===== src/rtl/loader_pkg.sv =====
// loader_pkg: shared states and framing constants for the program loader.
package loader_pkg;
    typedef enum logic [2:0] {I_CNT, I_DATA, D_CNT, D_DATA, RUN, ERR} state_t;
    localparam int COUNT_BYTES = 2;
    localparam int I_BYTES = 4;
    localparam int D_BYTES = 8;
endpackage


===== src/rtl/byte_assembler.sv =====
// byte_assembler: packs an LSB-first byte stream into BYTES-wide words.
module byte_assembler #(
    parameter int BYTES = 4
) (
    input  logic                 clk,
    input  logic                 rst,
    input  logic [7:0]           rx_byte,
    input  logic                 accept,
    input  logic                 clear,
    output logic [8*BYTES-1:0]   word,
    output logic                 word_done
);
    localparam int IW = $clog2(BYTES);
    logic [IW-1:0]      idx;
    logic [8*BYTES-1:0] buf_q;
    assign word_done = accept && idx == IW'(BYTES - 1);
    // The final byte bypasses the buffer so the word is complete on its accepting edge.
    always_comb begin
        word = buf_q;
        word[8*(BYTES-1) +: 8] = rx_byte;
    end
    always_ff @(posedge clk) begin
        if (rst || clear) begin
            idx   <= '0;
            buf_q <= '0;
        end else if (accept) begin
            buf_q[{idx, 3'b000} +: 8] <= rx_byte;
            idx <= word_done ? '0 : idx + IW'(1);
        end
    end
endmodule


===== src/rtl/cpu_program_loader.sv =====
// cpu_program_loader: streams an instruction image and a data image into cpu
// memory, then enables the cpu once both have loaded without error.
module cpu_program_loader
    import loader_pkg::*;
#(
    parameter int IMEM_DEPTH  = 512,
    parameter int DMEM_DEPTH  = 1024,
    parameter int IMEM_STRIDE = 4,
    parameter int DMEM_STRIDE = 8
) (
    input  logic        clk,
    input  logic        rst,
    input  logic [7:0]  rx_data,
    input  logic        rx_valid,
    output logic        rx_ready,
    output logic [63:0] addr_ext,
    output logic        wen_ext,
    output logic [31:0] wdata_ext,
    output logic        ren_ext,
    output logic [63:0] addr_ext_2,
    output logic        wen_ext_2,
    output logic [63:0] wdata_ext_2,
    output logic        ren_ext_2,
    output logic        cpu_enable,
    output logic        error
);
    state_t      state, state_n;
    logic        accept, in_cnt, cnt_done, last_word, i_done, d_done, cb;
    logic [7:0]  cnt_lo;
    logic [16:0] cnt_n, total, widx;
    logic [31:0] i_word;
    logic [63:0] d_word;
    assign rx_ready  = state inside {I_CNT, I_DATA, D_CNT, D_DATA};
    assign accept    = rx_valid && rx_ready;
    assign in_cnt    = state == I_CNT || state == D_CNT;
    assign cnt_n     = {1'b0, rx_data, cnt_lo};
    assign cnt_done  = accept && in_cnt && cb == 1'(COUNT_BYTES - 1);
    assign last_word = widx == total - 17'd1;
    assign ren_ext   = 1'b0;
    assign ren_ext_2 = 1'b0;
    byte_assembler #(.BYTES(I_BYTES)) u_iasm (
        .clk(clk), .rst(rst), .rx_byte(rx_data),
        .accept(accept && state == I_DATA), .clear(state != I_DATA),
        .word(i_word), .word_done(i_done)
    );
    byte_assembler #(.BYTES(D_BYTES)) u_dasm (
        .clk(clk), .rst(rst), .rx_byte(rx_data),
        .accept(accept && state == D_DATA), .clear(state != D_DATA),
        .word(d_word), .word_done(d_done)
    );
    always_comb begin
        state_n = state;
        case (state)
            I_CNT:  if (cnt_done) state_n = cnt_n == 17'd0 ? D_CNT :
                                            cnt_n > 17'(IMEM_DEPTH) ? ERR : I_DATA;
            I_DATA: if (i_done && last_word) state_n = D_CNT;
            D_CNT:  if (cnt_done) state_n = cnt_n == 17'd0 ? RUN :
                                            cnt_n > 17'(DMEM_DEPTH) ? ERR : D_DATA;
            D_DATA: if (d_done && last_word) state_n = RUN;
            default: state_n = state;
        endcase
    end
    always_ff @(posedge clk) begin
        if (rst) begin
            state       <= I_CNT;
            cb          <= 1'b0;
            cnt_lo      <= '0;
            total       <= '0;
            widx        <= '0;
            addr_ext    <= '0;
            wen_ext     <= 1'b0;
            wdata_ext   <= '0;
            addr_ext_2  <= '0;
            wen_ext_2   <= 1'b0;
            wdata_ext_2 <= '0;
            cpu_enable  <= 1'b0;
            error       <= 1'b0;
        end else begin
            state      <= state_n;
            wen_ext    <= i_done;
            wen_ext_2  <= d_done;
            cpu_enable <= state == RUN;
            error      <= state_n == ERR;
            if (accept && in_cnt) begin
                cb     <= ~cb;
                cnt_lo <= rx_data;
            end
            // The word index restarts for each image once its count is known.
            if (cnt_done) begin
                total <= cnt_n;
                widx  <= '0;
            end else if (i_done || d_done) begin
                widx <= widx + 17'd1;
            end
            if (i_done) begin
                addr_ext  <= 64'(widx) * 64'(IMEM_STRIDE);
                wdata_ext <= i_word;
            end
            if (d_done) begin
                addr_ext_2  <= 64'(widx) * 64'(DMEM_STRIDE);
                wdata_ext_2 <= d_word;
            end
        end
    end
endmodule


===== config.mk =====
export PLATFORM = sky130hd
export DESIGN_NAME = cpu_program_loader
export DESIGN_NICKNAME = d
export VERILOG_FILES = /design/src/rtl/loader_pkg.sv /design/src/rtl/byte_assembler.sv /design/src/rtl/cpu_program_loader.sv
export SDC_FILE = /design/constraint.sdc
export NUM_CORES = 1
export LEC_CHECK = 0
export ABC_AREA = 0
export BUFFER_PORTS_ARGS = -buffer_cell sky130_fd_sc_hd__clkbuf_2
export CAP_MARGIN = 20
export CORE_UTILIZATION = 59
export DETAILED_ROUTE_END_ITERATION = 10
export GPL_TIMING_DRIVEN = 0
export PLACE_DENSITY = 0.9
export SLEW_MARGIN = 25
export SYNTH_ARGS = -nofsm -noshare
export SYNTH_HDL_FRONTEND = slang
export SYNTH_SLANG_ARGS = --single-unit

===== constraint.sdc =====
create_clock -name clk -period 8.4 [get_ports clk]
set_input_delay 1.68 -clock clk [delete_from_list [all_inputs] [get_ports clk]]
set_output_delay 1.68 -clock clk [all_outputs]
set_load 0.01 [all_outputs]

======== Yosys cells after proc, flatten, opt, wreduce, memory -nomap -nowiden ========
Index checks and enable logic that the tools add are counted.
word-level totals
  register bits ........................... 280
  output and inout bits ................... 231
cells by class
  $add $sub $neg .......................... 6
  order comparisons ....................... 2
  eq/ne operators ......................... 10
  shifts and indexed selects .............. 4
  multiplexer cells ....................... 13
  bitwise operators ....................... 1
  reduce and logical (&&, ||, !) cells .... 17
operator list
  cell                                                              count
  bitwise mux 64 bit                                                1
  variable shift 8 x 8 -> 64 bit (first input constant)             1
  variable part select 8 x 8 -> 64 bit                              1
  bitwise mux 32 bit                                                1
  variable shift 8 x 7 -> 32 bit (first input constant)             1
  variable part select 8 x 7 -> 32 bit                              1
  2-to-1 mux 3 bit                                                  9
  adder 17 x 1 -> 17 bit (second input constant)                    1
  == test 17 bit                                                    1
  zero test 17 bit                                                  1
  subtractor 16 x 1 -> 17 bit (second input constant)               1
  greater-than comparator 16 x 10 -> 1 bit (second input constant)  1
  greater-than comparator 16 x 11 -> 1 bit (second input constant)  1
  one-hot mux 3 bit (4 select lines)                                1
  == test 3 bit (second input constant)                             3
  logical AND 1 bit                                                 9
  negation 6 -> 8 bit                                               1
  negation 5 -> 7 bit                                               1
  == test 3 x 2 -> 1 bit (second input constant)                    2
  logical OR 1 bit                                                  4
  nonzero test 4 bit                                                1
  adder 3 x 1 -> 3 bit (second input constant)                      1
  == test 3 x 1 -> 1 bit (second input constant)                    1
  zero test 3 bit                                                   1
  7 further kinds                                                   7

======== Depth between registers and ports, before layout ========
Gate-level depths: netlist of run 1.
  depth after elaboration ................. 9
  depth in mapped cells ................... 12
  mapped depth without buffers ............ 10

======== Modules after synthesis ========
Synthesis of run 1 repeated with hierarchy kept, for this count alone.
unflattened totals
  cells, all modules ...................... 1271
  area total of the unflattened synthesis .. 11657.4 um^2
modules (own cells, without submodules)
  module                    times used  cells an instance  area each (um^2)  seq. area each (um^2)
  cpu_program_loader        1           866                7980.2            3583.4
  byte_assembler at u_dasm  1           269                2449.8            1181.1
  byte_assembler at u_iasm  1           136                1227.4            520.5

======== Worst setup path before layout of run 1 ========
No wires, ideal clock.
  path kind ............................... input to register
  from .................................... input port rx_valid
  to ...................................... register widx[13]
  setup time .............................. 0.070 ns
  arrival ................................. 3.263 ns
  path slack .............................. 5.067 ns
  stages on the path ...................... 7
  buffers on the path ..................... 0
  cell sequence ........................... nor4bb_1 -> nand2_1 -> a21boi_0 -> and3_1 -> nand3_1 -> or3_1 -> a21oi_1
between the ends
  word-level cells in the longest chain between the ends .. 4
  elaborated cells on any way between the ends .. 9
  those cells by class .................... reduce/logical (9)
RTL lines
  what                                                                     line                                                                          text
  start, declared                                                          cpu_program_loader.sv:14                                                      input logic rx_valid,
  logical AND 1 bit *                                                      cpu_program_loader.sv:34                                                      assign accept = rx_valid && rx_ready;
  logical AND 1 bit, on equally long branches                              cpu_program_loader.sv:37, cpu_program_loader.sv:43, cpu_program_loader.sv:48
  logical AND 1 bit, on equally long branches                              cpu_program_loader.sv:37, byte_assembler.sv:16
  OR reduction 2 bit (no source line) or logical OR 1 bit (tied branches)  n/a
  end signal, assigned                                                     cpu_program_loader.sv:93                                                      widx <= widx + 17'd1;
  end, declared                                                            cpu_program_loader.sv:30                                                      logic [16:0] cnt_n, total, widx;
Every way passes the cells marked *; elsewhere a longest branch is shown, timed or not.
A chain may end at the register's enable or synchronous reset.

======== Final worst setup path of run 1 ========
  from .................................... input port rx_valid
  to ...................................... register widx[11]
The elaborated chain is that of the path after synthesis.

==> flow_summary_export.csv, run 1 <==
group,metric,value,unit
critical_path,rrSetupSlack,4.97,ns
min_path,min_path_type,"register to register",
synthesis,synth_edf_count,0,
floorplanning,core-area,18700,sq um
critical_path,cp_max_fo,8,
finish,syn2layout_area_growth,20.2,%
placement,place_congestion,0.976,
routing,vias,10500,
synthesis,synth_ff_type,"dfxtp_1",
power_and_ir_drop,ir_drop,0.165,mV
clocking,cts.repair.resized,0,
power_and_ir_drop,leakage,5.33,nW
sta,setup_viol,0,
finish,antenna_cells,0,
clocking,cts_max_path_buffers,3,
grt,grt_usage,29.6,%
placement,portBuffers,143,
sta,final_min_period_over_clock_period,40.9,%
grt,grt_pass1_vias,9721,
critical_path,worstPathArrival,3.84,ns
routing,avgViaCountPerCell,5.42,
critical_path,critPathCapture,"widx[11]",
grt,grt_max_degree,15,
clocking,tritoncts.num_buffers,26,
synthesis,ys_async_sr_fraction,0,%
power_and_ir_drop,powerDensity,198,nW/um^2
critical_path,required,8.81,ns
sta,worst_pin_slew,0.929,ns
synthesis,synth.avg_cell_area,7.91,sq um
clocking,clock_sinks,264,
floorplanning,start_util,60.1,%
finish,fin_nets,1713,
critical_path,startpoint_type,"input port",
finish,layout_commonest_cell,"nand2_1",
synthesis,netlist_area,11200,sq um
grt,overflow,0,
finish,final_cell_mix,"382 x nand2_1, 264 x dfxtp_1, 226 x a21oi_1",
routing,ant_nets,0,
critical_path,r2r-end,"error",
status,status,"finished clean",
clocking,cts.hold.buffers_added,0,
sta,fin_skew,0.0205,ns
critical_path,end_kind,"register",
clocking,htree_num_levels,1,
critical_path,worst-setup-path-type,"input port to register",
routing,routed_wl,29900,um
grt,grt_antenna_before_repair,0,
floorplanning,die-area,19600,sq um
synthesis,synth_warnings,0,
sta,fin_setup_tns,0,ns
synthesis,syn_inst,1422,
sta,relSlewSlack,38.0,%
clocking,cts_tree,"built",
sta,rsz0062_at_grt,"false",
critical_path,r2r_cells,11,
synthesis,synth_cell_type_count,56,
placement,dp.final_hpwl,20600,um
clocking,cts-root-buf,"clkbuf_16",
critical_path,r2r_start,"total[1]",
sta,drv_slew,0,
floorplanning,io-pin-count,242,
synthesis,synth-seq-cells,264,
routing,dr.first_iter.drc_count,845,
floorplanning,die_h,140,um
routing,drc,0,
grt,grt_pass1_wl,47200,um
clocking,cts_setup_buffers,0,
critical_path,startpoint,"rx_valid",
clocking,insertion_delay,0.54,ns
routing,drt_first_pass_iters,5,
finish,drive_gt1_share,17.5,%
sta,fmax,291,MHz
floorplanning,rows,50,
sta,hold_ws,0.443,ns
sta,finalHoldViolations,0,
floorplanning,die_x,140,um
finish,finalNonFillerCells,1941,
placement,dp_cells,1894,
synthesis,ys_seq_area_share,47.0,%
routing,post_drt_wl_per_cell,15.4,um
flow_run,cap_violations,0,
clocking,path_clk_slew,0.06,ns
sta,layout_min_cycle_time,3.43,ns
## kinds of logic after synthesis
logic type | Yosys count | share of synthesized area, %
AOI/OAI and AO/OA | 253 | 11.7
xor gates and xnor gates | 32 | 2.49
adders and majority gates | 14 | 1.56
buffers and inverters | 214 | 10.6
DFF | 264 | 47.0
muxes | 29 | 2.58
other | 1 | 0.0334
and+or+nand+nor | 615 | 24.1
## how the worst min path moves through the flow
stage	endpoint	startpoint	cells past startpoint
5_1_grt	wdata_ext_2[55]	u_dasm.buf_q[55]	2
2_1_floorplan	wdata_ext_2[0]	u_dasm.buf_q[0]	2
3_5_place_dp	u_iasm.buf_q[0]	u_iasm.buf_q[0]	2
6_report	wdata_ext_2[55]	u_dasm.buf_q[55]	2
3_3_place_gp	wdata_ext[0]	u_iasm.buf_q[0]	2
4_1_cts	wdata_ext_2[55]	u_dasm.buf_q[55]	2
## final cells by class
cell class / instances / area (sq um)
Clock inverter: 9 / 134
Timing Repair Buffer: 143 / 716
Buffer: 199 / 1130
Inverter: 15 / 56.3
Tap cell: 234 / 293
Clock buffer: 38 / 777
Multi-Input combinational cell: 1039 / 5130
Fill cell: 1343 / 5190
Sequential cell: 264 / 5290
## metal layers
metal,track usage (%),routed length (um),vias to the layer above
met4,15.6,1310,0
met5,0,0,-
met1,36.0,11900,4845
li1,-,-,5043
met3,5.47,2580,106
met2,49.9,14200,524
## through the flow
step           setup WS, ns  util, %  area (sq um)  power, mW
4_1_cts                5.00     72.3         13500       2.67
6_report               4.97     72.3         13500       2.68
3_3_place_gp           4.50     67.4         12600       1.47
2_1_floorplan          5.07        -         11600       1.44
5_1_grt                4.81     72.3         13500       2.75
3_5_place_dp           4.47     67.4         12600       1.48
## cell usage after synthesis (2+ instances only)
cell	n	area share, %
nor2b_1	3	0.17
buf_6	2	0.20
a31oi_1	3	0.17
buf_2	4	0.18
nand4_1	13	0.72
xnor2_1	12	0.93
nor2_1	69	2.3
nand3b_1	5	0.33
o21ai_0	11	0.49
nor3b_1	8	0.53
ha_1	14	1.6
a21boi_0	2	0.13
buf_4	97	6.5
dfxtp_1	264	47
mux2i_1	29	2.6
nor4_1	7	0.39
inv_1	15	0.50
nand2_1	382	13
and2_1	10	0.56
buf_1	4	0.13
xor2_1	20	1.6
and3_1	5	0.28
a21oi_1	226	10
nand3_1	67	3.0
clkbuf_1	91	3.0
or4_1	5	0.33
nand2b_1	4	0.22
or3_1	9	0.50
a2111oi_0	2	0.16
nor3_1	13	0.58
## worst max-delay path: stages
cell and delay (ns):
clkbuf_2 0.13, nor4bb_1 0.42, nand2_1 0.31, a21boi_0 0.29, and3_1 0.26, nand3_1 0.25, nor3b_1 0.31, xnor2_1 0.14
nor2_1 0.05
## flip-flops by register name, indices dropped and copies added, names as in the netlist, 2 cells and up
name,cells
wdata_ext,32
u_iasm.buf_q,24
cnt_lo,8
total,16
wdata_ext_2,64
u_iasm.idx,2
u_dasm.buf_q,56
addr_ext_2,17
addr_ext,17
u_dasm.idx,3
state,3
widx,17
## where the power goes
group / leakage, nW / switching, mW / total, mW / internal [mW]
combinational: 2.76 / 0.113 / 0.186 / 0.0724
clock: 0.444 / 0.486 / 1.22 / 0.734
sequential: 2.13 / 0.0108 / 1.27 / 1.26
total: 5.33 / 0.611 / 2.68 / 2.07
Power figures use the tool's default switching activity.
==> inputs of run 2 (changes only) <==
--- a/config.mk
+++ b/config.mk
@@ -8,10 +8,10 @@
 export ABC_AREA = 0
 export BUFFER_PORTS_ARGS = -buffer_cell sky130_fd_sc_hd__clkbuf_2
 export CAP_MARGIN = 20
-export CORE_UTILIZATION = 59
+export CORE_UTILIZATION = 55
 export DETAILED_ROUTE_END_ITERATION = 10
 export GPL_TIMING_DRIVEN = 0
-export PLACE_DENSITY = 0.9
+export PLACE_DENSITY = 0.84
 export SLEW_MARGIN = 25
 export SYNTH_ARGS = -nofsm -noshare
 export SYNTH_HDL_FRONTEND = slang
==> constraint.sdc (replaced) <==
create_clock -name clk -period 3.5 [get_ports clk]
set_input_delay 0.7 -clock clk [delete_from_list [all_inputs] [get_ports clk]]
set_output_delay 0.7 -clock clk [all_outputs]
set_load 0.01 [all_outputs]
==> run 2 against run 1 <==
Final area hardly changed. Via count is 1.4% lower. Combinational power is 140% higher.
==> flow_summary_export.csv, run 2 (synthesized netlist as in run 1, its figures left out) <==
group,metric,value,unit
status,status,"finished clean",
finish,fin_nets,1713,
critical_path,cpMaxStageDelayCell,"or4b_2",
finish,antenna_cells,0,
critical_path,path_cells,"inv_1 -> ha_1 -> clkbuf_2 -> or4b_2 -> nor4_1 -> mux2i_1 -> nor3_1 -> nand4b_1 -> or3_1 -> a21oi_1 -> and3b_1",
sta,drv_slew,0,
sta,setup_ws,0.265,ns
routing,dr.first_iter.drc_count,828,
routing,routed_wl,29700,um
sta,fmax,309,MHz
power_and_ir_drop,fin_total_pwr,6.29,mW
finish,largestRegisters,"wdata_ext_2 (64), u_dasm.buf_q (56), wdata_ext (32)",
floorplanning,start_util,57.0,%
finish,final_cell_mix,"382 x nand2_1, 264 x dfxtp_1, 226 x a21oi_1",
clocking,cts-root-buf,"clkbuf_16",
placement,place_congestion,0.921,
clocking,insertion_delay,0.53,ns
clocking,cts.hold.buffers_added,0,
min_path,min_path_type,"register to register",
clocking,cts_tree,"built",
critical_path,required,3.92,ns
placement,dp_cells,1925,
sta,layout_min_cycle_time,3.23,ns
finish,drive_gt1_share,17.5,%
critical_path,cp_max_fo,10,
power_and_ir_drop,ir_drop,0.385,mV
clocking,htree_num_levels,1,
critical_path,critPathMaxStageDelay,0.61,ns
floorplanning,core-area,19700,sq um
routing,post_drt_wl_per_cell,15.1,um
routing,drc,0,
finish,finalNonFillerCells,1970,
sta,final_min_period_over_clock_period,92.4,%
sta,fin_setup_tns,0,ns
grt,grt_pass1_wl,47200,um
sta,setup_viol,0,
sta,rsz0062_at_grt,"false",
floorplanning,rows,51,
sta,worst_pin_slew,0.864,ns
grt,grt_max_degree,15,
finish,largest_reg_flops,64,
sta,finalHoldViolations,0,
grt,grt_usage,27.2,%
critical_path,startpoint_type,"register",
critical_path,worstPathArrival,3.65,ns
grt,grt_antenna_before_repair,0,
critical_path,end_kind,"register",
routing,avgViaCountPerCell,5.26,
floorplanning,io-pin-count,242,
finish,syn2layout_area_growth,20.1,%
placement,dp.final_hpwl,20900,um
clocking,tritoncts.num_buffers,26,
placement,portBuffers,143,
floorplanning,die_h,145,um
finish,layout_commonest_cell,"nand2_1",
critical_path,rrSetupSlack,0.27,ns
routing,drt_first_pass_iters,8,
critical_path,worst-setup-path-type,"register to register",
clocking,path_clk_slew,0.07,ns
sta,relSlewSlack,42.1,%
grt,grt_pass1_vias,9462,
routing,ant_nets,0,
clocking,cts_max_path_buffers,3,
power_and_ir_drop,leakage,5.32,nW
floorplanning,die_x,145,um
floorplanning,die-area,21000,sq um
routing,vias,10400,
clocking,clock_sinks,264,
grt,overflow,0,
finish,regMostFlops,"wdata_ext_2",
power_and_ir_drop,powerDensity,466,nW/um^2
placement,preCtsSetupSlack,0.162,ns
sta,fin_skew,0.0139,ns
flow_run,cap_violations,0,
[run 2: metal layers]
metal | wire, um | global-route usage, % | vias to the layer above
met5 | 0 | 0 | -
met4 | 961 | 10.9 | 0
met3 | 2410 | 4.78 | 73
met2 | 14100 | 46.4 | 459
met1 | 12200 | 33.9 | 4800
li1 | - | - | 5038
[run 2: metrics by stage]
step	util [%]	hold slack, ns	cell area (sq um)
2_1_floorplan	-	0.431	11600
3_3_place_gp	64.1	0.439	12600
3_5_place_dp	64.1	0.446	12600
4_1_cts	68.5	0.454	13500
5_1_grt	68.5	0.468	13500
6_report	68.5	0.454	13500
[run 2: repair_timing]
action                     CTS  global route
resized for setup            0             2
buffers inserted             0             0
setup endpoints to repair    0             1
[run 2: where the power goes]
| group | switching, mW | leakage (nW) | internal (mW) |
|---|---|---|---|
| Clock | 1.15 | 0.429 | 1.66 |
| Combinational | 0.265 | 2.76 | 0.174 |
| Sequential | 0.0246 | 2.13 | 3.03 |
| Total | 1.44 | 5.32 | 4.86 |
[run 2: worst paths after layout]
path,startpoint,end,cells after the start
setup / recovery,total[1],error,11
hold / removal,wdata_ext[17],wdata_ext[17],2
setup reg to reg,total[1],error,11
hold reg to reg,wdata_ext[17],wdata_ext[17],2
[run 2: area by class of cell]
type                       instances  area (sq um)
fill                            1577          6210
sequential                       264          5290
multi-input combinational       1039          5130
buffer                           199          1130
clock buffer                      36           759
timing repair buffer             143           716
tap                              265           332
clock inverter                     9          98.8
inverter                          15          56.3
[run 2: critical path: cells and delay by family (launching register included)]
family                     cells  cell delay (ns)
and+or+nand+nor                6             1.79
DFF                            1             0.40
buffers and inverters          2             0.34
muxes                          1             0.22
adders and majority gates      1             0.19
AOI/OAI and AO/OA              1             0.18
==> inputs of run 3 (changes only) <==
--- a/config.mk
+++ b/config.mk
@@ -8,7 +8,10 @@
 export ABC_AREA = 0
 export BUFFER_PORTS_ARGS = -buffer_cell sky130_fd_sc_hd__clkbuf_2
 export CAP_MARGIN = 20
+export CORE_ASPECT_RATIO = 1.5
+export CORE_MARGIN = 8
 export CORE_UTILIZATION = 55
+export CTS_CLUSTER_SIZE = 24
 export DETAILED_ROUTE_END_ITERATION = 10
 export GPL_TIMING_DRIVEN = 0
 export PLACE_DENSITY = 0.84
==> run 3 against run 2 <==
Cell count shrank 0.15%. Highest routed layer is now met5. Combinational power is essentially flat. Die area grew 21%. Clock-buffer cell count shrank 3. Total power shrank 1.1%. Largest cell class unchanged. Global-route usage shrank 4.1 points. Sequential cell count is the same. First-iteration DRC count shrank 5.6%. Clock skew grew 0.0092 ns. Critical path type unchanged. Sequential share of layout area grew 0.12 points. Worst hold slack is essentially flat.
==> flow_summary_export.csv, run 3 (synthesized netlist as in run 1, its figures left out) <==
group,metric,value,unit
placement,portBuffers,143,
floorplanning,io-pin-count,242,
sta,finalHoldViolations,0,
critical_path,cp_top_family,"simple AND/OR/NAND/NOR gates",
finish,regMostFlops,"wdata_ext_2",
grt,overflow,0,
critical_path,end_kind,"register",
grt,grt_max_degree,17,
power_and_ir_drop,powerDensity,462,nW/um^2
critical_path,critPathMaxStageDelay,0.63,ns
grt,grt_usage,23.1,%
finish,fin_nets,1710,
sta,fin_skew,0.0231,ns
critical_path,cpMaxStageDelayCell,"or4b_2",
floorplanning,die-area,25400,sq um
floorplanning,die_x,133,um
clocking,cts.hold.buffers_added,0,
critical_path,worstPathArrival,3.71,ns
finish,largestRegisters,"wdata_ext_2 (64), u_dasm.buf_q (56), wdata_ext (32)",
routing,drc,0,
finish,syn2layout_area_growth,19.8,%
clocking,insertion_delay,0.53,ns
critical_path,startpoint_type,"register",
routing,post_drt_wl_per_cell,15.7,um
status,status,"finished clean",
routing,ant_nets,0,
finish,drive_gt1_share,17.3,%
finish,finalNonFillerCells,1967,
sta,final_min_period_over_clock_period,94.8,%
floorplanning,die_h,191,um
critical_path,required,3.89,ns
placement,dp_cells,1924,
finish,fillers,1706,
power_and_ir_drop,pwr-share-comb,7.1,%
grt,grt_pass1_vias,10000,
power_and_ir_drop,power_frac_clock,44.0,%
power_and_ir_drop,p_sw_share,23.4,%
critical_path,startpoint,"total[0]",
sta,layout_min_cycle_time,3.32,ns
placement,dp.final_hpwl,22600,um
clocking,cts_max_path_buffers,3,
power_and_ir_drop,power.switching,1.46,mW
finish,layout_commonest_cell,"nand2_1",
critical_path,cp_num_buf_inv,2,
sta,fmax,301,MHz
power_and_ir_drop,leakage,5.28,nW
flow_run,cap_violations,0,
sta,worst_pin_slew,0.982,ns
routing,drt_first_pass_iters,7,
clocking,tritoncts.num_buffers,24,
sta,rsz0062_at_grt,"false",
critical_path,path_cells,"buf_6 -> inv_1 -> ha_1 -> or4b_2 -> nor4_1 -> mux2i_1 -> nor3_1 -> nand4b_1 -> or3_1 -> a21oi_1 -> and3b_1",
sta,fin_setup_tns,0,ns
routing,avgViaCountPerCell,5.24,
grt,grt_antenna_before_repair,1,
clocking,cts_tree,"built",
finish,final_cell_mix,"382 x nand2_1, 264 x dfxtp_1, 226 x a21oi_1",
grt,grt_pass1_wl,48700,um
power_and_ir_drop,p_int,4.77,mW
clocking,cts_setup_buffers,0,
floorplanning,start_util,55.5,%
clocking,clock_sinks,264,
routing,routed_wl,30800,um
finish,antenna_cells,0,
min_path,min_path_type,"register to register",
critical_path,r2r_start,"total[0]",
clocking,htree_num_levels,1,
clocking,path_clk_slew,0.07,ns
power_and_ir_drop,ir_drop,0.488,mV
clocking,cts.repair.resized,0,
sta,relSlewSlack,34.4,%
sta,drv_slew,0,
floorplanning,rows,64,
clocking,cts-root-buf,"clkbuf_16",
routing,dr.first_iter.drc_count,782,
power_and_ir_drop,sequentialPowerShare,49.0,%
placement,place_congestion,0.906,
critical_path,worst-setup-path-type,"register to register",
sta,setup_viol,0,
routing,vias,10300,
floorplanning,core-area,20300,sq um
finish,largest_reg_flops,64,
critical_path,cp_max_fo,12,
min_path,hp-start,"addr_ext[16]",
-- run 3: changes by cell type in the layout (fill, tap and decap cells not counted), sizes merged --
cell      delta
inv          +2
bufinv       +1
clkinv       -4
clkinvlp     +3
clkbuf       -4
-- run 3: power groups by stage --
stage	combinational (mW)	sequential (mW)	clock [mW]
after floorplan	0.340	3.11	0
after global placement	0.419	3.11	0
after detailed placement	0.425	3.12	0
after CTS	0.427	3.05	2.75
after global routing	0.479	3.05	2.87
final	0.441	3.05	2.74
-- run 3: final timing paths --
check / depth (start not counted) / end / slack, ns
hold / removal: 2 / addr_ext[16] / 0.45
setup / recovery: 11 / error / 0.18
setup reg to reg: 11 / error / 0.18
hold reg to reg: 2 / addr_ext[16] / 0.45
-- run 3: final cells by class --
class / count / area (sq um) / share of cell area, %
sequential: 264 / 5290 / 39.2
multi-input combinational: 1039 / 5130 / 38.1
buffer: 198 / 1130 / 8.38
timing repair buffer: 143 / 716 / 5.31
clock buffer: 33 / 664 / 4.93
tap: 264 / 330 / 2.45
clock inverter: 11 / 160 / 1.19
inverter: 15 / 56.3 / 0.418
-- run 3: through the flow --
step                setup WS, ns  utilization (%)  area (sq um)  power (mW)  hold WS [ns]
floorplan                  0.595                -         11600        3.45         0.431
global placement           0.267             62.4         12600        3.53         0.440
detailed placement         0.158             62.4         12600        3.54         0.443
CTS                        0.123             66.5         13500        6.23         0.455
global route              0.0190             66.5         13500        6.40         0.467
finish                     0.182             66.5         13500        6.23         0.454
-- run 3: per-layer routing --
| layer | wire, um | track usage, % |
|---|---|---|
| met5 | 9 | 0 |
| met3 | 2380 | 5.60 |
| met4 | 1580 | 13.5 |
| met1 | 11300 | 24.3 |
| met2 | 15600 | 41.4 |
-- run 3: tightest hold or removal path, cell delays in order, from the launching register on --
cell and delay [ns]:
dfxtp_1 0.31, nand2_1 0.05, a21oi_1 0.05
